**config.mk**
```make
export PLATFORM = sky130hd
export DESIGN_NAME = video_timing_gen
export DESIGN_NICKNAME = d
export VERILOG_FILES = /design/src/rtl/video_timing_pkg.sv /design/src/rtl/video_timing_axis.sv /design/src/rtl/video_timing_gen.sv
export SDC_FILE = /design/constraint.sdc
export NUM_CORES = 1
export LEC_CHECK = 0
export BUFFER_PORTS_ARGS = -buffer_cell sky130_fd_sc_hd__buf_2
export CORE_MARGIN = 5
export CORE_UTILIZATION = 52
export DETAILED_ROUTE_END_ITERATION = 10
export PLACE_DENSITY_LB_ADDON = 0.05
export SLEW_MARGIN = 20
export SYNTH_ARGS = -nofsm -noshare
export SYNTH_HDL_FRONTEND = slang
export SYNTH_SLANG_ARGS = --single-unit
```
**constraint.sdc**
```tcl
create_clock -name clk_vid -period 2.8 [get_ports clk_vid]
set_input_delay 0.42 -clock clk_vid [delete_from_list [all_inputs] [get_ports clk_vid]]
set_output_delay 0.42 -clock clk_vid [all_outputs]
set_load 0.005 [all_outputs]
```
**src/rtl/video_timing_pkg.sv**
```systemverilog
// Shared constants and helpers for the raster timing generator.
// Defaults describe 640x480@60; each axis derives its region boundaries from four widths.
package video_timing_pkg;

  localparam int CNT_W = 12;
  localparam int BND_W = CNT_W + 1;

  localparam int DEF_H_ACTIVE = 640;
  localparam int DEF_H_FP     = 16;
  localparam int DEF_H_SYNC   = 96;
  localparam int DEF_H_BP     = 48;
  localparam int DEF_V_ACTIVE = 480;
  localparam int DEF_V_FP     = 10;
  localparam int DEF_V_SYNC   = 2;
  localparam int DEF_V_BP     = 33;

  // Exclusive end of each region; BND_W bits so a 4096 total still fits.
  typedef struct packed {
    logic [BND_W-1:0] act_end;
    logic [BND_W-1:0] fp_end;
    logic [BND_W-1:0] sync_end;
    logic [BND_W-1:0] total;
  } axis_bounds_t;

  function automatic axis_bounds_t axis_bounds(input int active, input int fp,
                                               input int sync, input int bp);
    axis_bounds_t b;
    b.act_end  = BND_W'(active);
    b.fp_end   = BND_W'(active + fp);
    b.sync_end = BND_W'(active + fp + sync);
    b.total    = BND_W'(active + fp + sync + bp);
    return b;
  endfunction

endpackage

```
**src/rtl/video_timing_axis.sv**
```systemverilog
// One raster axis: a wrapping position counter plus registered blank/sync/position
// outputs that load the decode of the current count on every output update.
module video_timing_axis
  import video_timing_pkg::*;
#(
  parameter int ACTIVE = DEF_H_ACTIVE,
  parameter int FP     = DEF_H_FP,
  parameter int SYNC   = DEF_H_SYNC,
  parameter int BP     = DEF_H_BP,
  parameter bit POL    = 1'b0
) (
  input  logic             clk_vid,
  input  logic             rst_n,
  input  logic             clear,
  input  logic             load,
  input  logic             step,
  output logic [CNT_W-1:0] pos,
  output logic             blank,
  output logic             sync,
  output logic             wrap,
  output logic             carry
);

  localparam axis_bounds_t     B    = axis_bounds(ACTIVE, FP, SYNC, BP);
  localparam logic [CNT_W-1:0] LAST = CNT_W'(B.total - 1'b1);

  if (ACTIVE < 1 || SYNC < 1) begin : g_bad_width
    $error("video_timing_axis: ACTIVE and SYNC widths must be non-zero");
  end
  if (ACTIVE + FP + SYNC + BP > 4096) begin : g_bad_total
    $error("video_timing_axis: total exceeds 4096");
  end

  logic [CNT_W-1:0] cnt;
  logic [BND_W-1:0] cnt_ext;
  logic             in_blank;
  logic             in_sync;

  assign cnt_ext  = {1'b0, cnt};
  assign in_blank = cnt_ext >= B.act_end;
  assign in_sync  = (cnt_ext >= B.fp_end) && (cnt_ext < B.sync_end);
  assign carry    = step && (cnt == LAST);

  // NOTE: non-blocking assignments so every decode below reads the pre-edge count.
  always_ff @(posedge clk_vid or negedge rst_n) begin
    if (!rst_n) begin
      cnt   <= '0;
      pos   <= '0;
      blank <= 1'b1;
      sync  <= ~POL;
      wrap  <= 1'b0;
    end else if (clear) begin
      cnt   <= '0;
      pos   <= '0;
      blank <= 1'b1;
      sync  <= ~POL;
      wrap  <= 1'b0;
    end else begin
      // wrap marks the single clock on which pos has just been loaded with 0
      wrap <= load && (cnt == '0);
      if (load) begin
        pos   <= cnt;
        blank <= in_blank;
        sync  <= in_sync ? POL : ~POL;
      end
      if (step) begin
        cnt <= (cnt == LAST) ? '0 : cnt + 1'b1;
      end
    end
  end

endmodule

```
**src/rtl/video_timing_gen.sv**
```systemverilog
// Programmable raster timing generator: pixel-enable divider, horizontal and
// vertical axes, and line/frame start pulses for a core's pixel pipeline.
module video_timing_gen
  import video_timing_pkg::*;
#(
  parameter int H_ACTIVE = DEF_H_ACTIVE,
  parameter int H_FP     = DEF_H_FP,
  parameter int H_SYNC   = DEF_H_SYNC,
  parameter int H_BP     = DEF_H_BP,
  parameter int V_ACTIVE = DEF_V_ACTIVE,
  parameter int V_FP     = DEF_V_FP,
  parameter int V_SYNC   = DEF_V_SYNC,
  parameter int V_BP     = DEF_V_BP,
  parameter bit HS_POL   = 1'b0,
  parameter bit VS_POL   = 1'b0,
  parameter int CE_DIV   = 1
) (
  input  logic             clk_vid,
  input  logic             rst_n,
  input  logic             enable,
  output logic             ce_pix,
  output logic             HSync,
  output logic             VSync,
  output logic             HBlank,
  output logic             VBlank,
  output logic             DE,
  output logic [CNT_W-1:0] x,
  output logic [CNT_W-1:0] y,
  output logic             line_start,
  output logic             frame_start
);

  localparam int               DIV_W    = (CE_DIV > 1) ? $clog2(CE_DIV) : 1;
  localparam logic [DIV_W-1:0] DIV_LAST = DIV_W'(CE_DIV - 1);

  if (CE_DIV < 1) begin : g_bad_div
    $error("video_timing_gen: CE_DIV must be at least 1");
  end

  logic [DIV_W-1:0] div;
  logic             h_carry;
  logic             h_wrap;
  logic             v_wrap;
  logic             v_carry_unused;

  // NOTE: enable low is a synchronous clear; only rst_n acts asynchronously.
  always_ff @(posedge clk_vid or negedge rst_n) begin
    if (!rst_n) begin
      div    <= '0;
      ce_pix <= 1'b0;
    end else if (!enable) begin
      div    <= '0;
      ce_pix <= 1'b0;
    end else begin
      ce_pix <= (div == DIV_LAST);
      div    <= (div == DIV_LAST) ? '0 : div + 1'b1;
    end
  end

  video_timing_axis #(
    .ACTIVE(H_ACTIVE), .FP(H_FP), .SYNC(H_SYNC), .BP(H_BP), .POL(HS_POL)
  ) u_h_axis (
    .clk_vid (clk_vid),
    .rst_n   (rst_n),
    .clear   (!enable),
    .load    (ce_pix),
    .step    (ce_pix),
    .pos     (x),
    .blank   (HBlank),
    .sync    (HSync),
    .wrap    (h_wrap),
    .carry   (h_carry)
  );

  // Vertical outputs reload on every pixel, but v_cnt only moves at the end of a
  // line, so VBlank/VSync can only change on the update that brings x to 0.
  video_timing_axis #(
    .ACTIVE(V_ACTIVE), .FP(V_FP), .SYNC(V_SYNC), .BP(V_BP), .POL(VS_POL)
  ) u_v_axis (
    .clk_vid (clk_vid),
    .rst_n   (rst_n),
    .clear   (!enable),
    .load    (ce_pix),
    .step    (h_carry),
    .pos     (y),
    .blank   (VBlank),
    .sync    (VSync),
    .wrap    (v_wrap),
    .carry   (v_carry_unused)
  );

  assign DE          = ~(HBlank | VBlank);
  assign line_start  = h_wrap;
  assign frame_start = h_wrap & v_wrap;

endmodule

```
==> results.md <==
- The cell area power density is just under 500 mW/mm2.
- The top cell type's share of synthesized area is between 40% and 50%.
- The type of destination of the critical path is a flip-flop.
- The dominant cell type by area after synthesis is sky130_fd_sc_hd__dfrtp_1.
- In this run the worst setup path terminates at u_v_axis.cnt[1].
- Counting flops with an async set or reset pin after synthesis yields a share of 100%.
- The width of the die is 83.5 um.
- The number of I/O pins is 35.
- The share of layout cells above drive strength 1 is about 21%.
- The min-delay analysis places its worst path in the category primary input to asynchronous set/reset pin.
- For this run, the register share of the synthesized area comes to 49.1%.
- The worst pin sits at a relative slew slack of between 60% and 70%.
- The total global-route track usage is between 10% and 20%.
- The worst setup path is launched from a flip-flop.
- Across the VDD grid, the largest voltage drop is ~0.39 mV.
- The worst register-to-register path has a depth of 4.
- The TritonCTS buffer count is 5.
- Summing internal, switching and leakage power gives 1550 uW.
- The endpoint identified for the worst register-to-register timing path is u_v_axis.cnt[1].
- The number of global-route vias before repair is roughly 2100.
- The net count of the finished layout is between 300 and 400.
- On the final layout, the worst clock skew is just over 0.01 ns.
- The mean post-synth cell area is 10.2 um2.
- The count of endpoints failing hold in the final timing report is 0.
- The number of hold-repair buffers added at the cts stage is 0.
- Once detail routing completed, the nets flagged for antenna violations numbered 0.
- The die covers 0.00698 mm2.
- The die boundary height is approximately 84 um.
- The post-cts gate resize count is 0.
- The first-pass detailed-route iteration total is 4.
- At the end of routability-driven placement, the weighted congestion stood at a little under 0.9.
- The slew at the pin closest to its max-slew limit is approximately 0.48 ns.
- The wire length of the first global-routing pass is approximately 11000 um.
- The H-tree was split into 2 levels.
- Sorting the synthesized cells by area gives the leading types as sky130_fd_sc_hd__dfrtp_1 (45%), sky130_fd_sc_hd__mux2i_1 (8.5%), sky130_fd_sc_hd__nor2_1 (4.8%), sky130_fd_sc_hd__dfstp_2 (3.7%), sky130_fd_sc_hd__nand3_1 (2.7%).
- Counting I/O delays and the setup requirement, the final critical path takes roughly 2.3 ns.
- The tool flagged a number of max-cap violations equal to 0.
- The detailed placement HPWL is 4560 um.
- The largest net degree at the start of global routing is 28.
- The number of antenna diodes in the final layout is 0.
- The count of flip-flops with a built-in enable after synthesis is 0.
- After detailed routing, the number of vias per cell comes to just under 6.
- After technology mapping, the gate count stands at 275.
- Setup repair after global routing left no endpoint under its margin.
- The final layout contains routed wiring with a total length of between 6000 and 7000 um.
- The most common flop cell mapped by yosys is sky130_fd_sc_hd__dfrtp_1.
- The routed layout has 2193 vias.
- The type of the setup path with the least slack is flip-flop to flip-flop.
- The number of clock sinks is 55.
- The highest achievable clock rate is approximately 0.43 GHz.
- The synthesized design contains 55 register bits.
- The top cell types in the final layout, fill and taps aside, are sky130_fd_sc_hd__dfrtp_1 (51), sky130_fd_sc_hd__nor2_1 (36), sky130_fd_sc_hd__buf_2 (34).
- The worst setup slack for register-to-register paths is 0.49 ns.
- Data arrives at the worst endpoint at ~2.6 ns.
- The initial antenna violation count is 0.
- The net count after synthesis is approximately 280.
- The number of different library cells used by synthesis comes to between 50 and 60.
- The post-detailed-route DRC marker count is 0.
- Setup total negative slack on the finished layout was measured at 0 ns.
- The total setup buffers inserted after CTS is 0.
- Of all nets on the critical path, the largest fanout is 11.
- The standard cell core area is 0.00517 mm2.
- In this run the critical register-to-register path is launched from u_h_axis.cnt[10].
- The area growth from synthesis to final layout is 11.8%.
- The largest buffer count on any clock path is 2.
- Buffers placed on the I/O ports in this run total 34.
- The post-detailed-route wirelength per cell is ~17 um.
- The final max-slew violation count is 0.
- The number of core rows is 26.
- In this run the worst setup path begins at u_h_axis.cnt[10].
- The root cell of the clock tree is sky130_fd_sc_hd__clkbuf_8.
- The final critical path takes up slightly above 80% of the cycle.
- The global route total overflow is 0.
- The static leakage is 0.00153 uW.
- Summing every instance area after synthesis gives about 0.0028 mm2.
- The most common cell after layout, fill and taps aside is sky130_fd_sc_hd__dfrtp_1.
- The clock latency of the later-clocked register in the worst-skew pair is approximately 0.31 ns.
- For this block, the initial DRC count from the detailed router was between 200 and 250.
- The clock-pin slew on the worst setup and hold paths is 0.10 ns.
- The initial utilization of the core area, before any placement, comes to approximately 54%.
- The CTS tree is done.
- At the worst endpoint, the required time is 3.05 ns.
- The Yosys step of the flow raised 0 warnings.
- The run finished with clean final reports.
- The layout filler cell count is 457.
- The count of endpoints failing setup in the final report is 0.
-- state kept, by name, indices dropped and copies added (netlist names) --
name / cells
u_h_axis.wrap: 1
u_h_axis.cnt: 12
u_v_axis.cnt: 12
u_h_axis.blank: 1
u_h_axis.pos: 12
u_v_axis.wrap: 1
u_v_axis.sync: 1
u_v_axis.blank: 1
u_v_axis.pos: 12
u_h_axis.sync: 1
ce_pix: 1
-- cell families (layout without fill, tap and decap cells) --
family	after synthesis	count (layout)	synth area share, %
simple gates	115	115	21.5
flops	55	55	49.1
compound gates	41	41	11.1
buf+inv	29	59	5.69
xor+xnor	6	6	1.87
fa+ha+maj	4	4	1.78
mux	25	25	8.94
-- metrics by stage --
stage          instance area (um2)  setup WS [ns]  hold WS, ns  util [%]  std cells
2_1_floorplan                 2810          0.571        0.124         -        275
3_3_place_gp                  3010          0.574        0.409      58.2        367
3_5_place_dp                  3010          0.534        0.410      58.2        367
4_1_cts                       3140          0.518       0.0679      60.8        375
5_1_grt                       3140          0.377       0.0918      60.8        375
6_report                      3140          0.491       0.0482      60.8        375
-- cell usage after synthesis (all sizes together), types with 4 or more instances --
| cell | instances |
|---|---|
| nor4 | 4 |
| nand4 | 10 |
| buf | 13 |
| nor3 | 10 |
| nand2 | 14 |
| dfstp | 4 |
| nor2 | 36 |
| a41oi | 6 |
| dfrtp | 51 |
| inv | 7 |
| nand3 | 15 |
| o21ai | 7 |
| and3 | 5 |
| mux2i | 24 |
| clkbuf | 9 |
| nand2b | 4 |
| o31ai | 6 |
| ha | 4 |
| and2 | 4 |
-- power by group --
part	internal [uW]	leakage (uW)	switching [uW]
registers	808	0.000748	16.6
clock network	358	0.0000654	257
logic	42.2	0.000713	69.7
-- layer usage --
metal  part of all wire, %  up-vias  GRT usage, %
met5                     0        -             0
met4                   1.4        0          7.16
met3                   7.9       11          4.64
met2                    41       93          25.9
met1                    50     1037          30.9
li1                      -     1052             -
-- worst min path at each step --
stage | end | start
after floorplan | ce_pix | rst_n
after detailed placement | u_h_axis.pos[6] | rst_n
final | u_h_axis.pos[6] | rst_n
after global placement | u_h_axis.cnt[8] | rst_n
after CTS | u_h_axis.pos[6] | rst_n
after global routing | u_h_axis.pos[6] | rst_n
-- area by class of cell --
cell class / count / area [um2] / area share, %
clock inverters: 2 / 60.1 / 1.91
multi-input cells: 191 / 1270 / 40.4
flip-flops and latches: 55 / 1380 / 43.9
inverters: 7 / 26.3 / 0.836
well taps: 70 / 87.6 / 2.79
repair buffers: 44 / 245 / 7.80
clock buffers: 6 / 72.6 / 2.31
-- worst max-delay path, cell delays in order, from the launching register on --
cell	delay [ns]
sky130_fd_sc_hd__dfrtp_1	0.47
sky130_fd_sc_hd__or4_4	0.60
sky130_fd_sc_hd__or4_4	0.63
sky130_fd_sc_hd__a21boi_0	0.35
sky130_fd_sc_hd__a2bb2o_1	0.20
(Power assumes the default switching activity.)
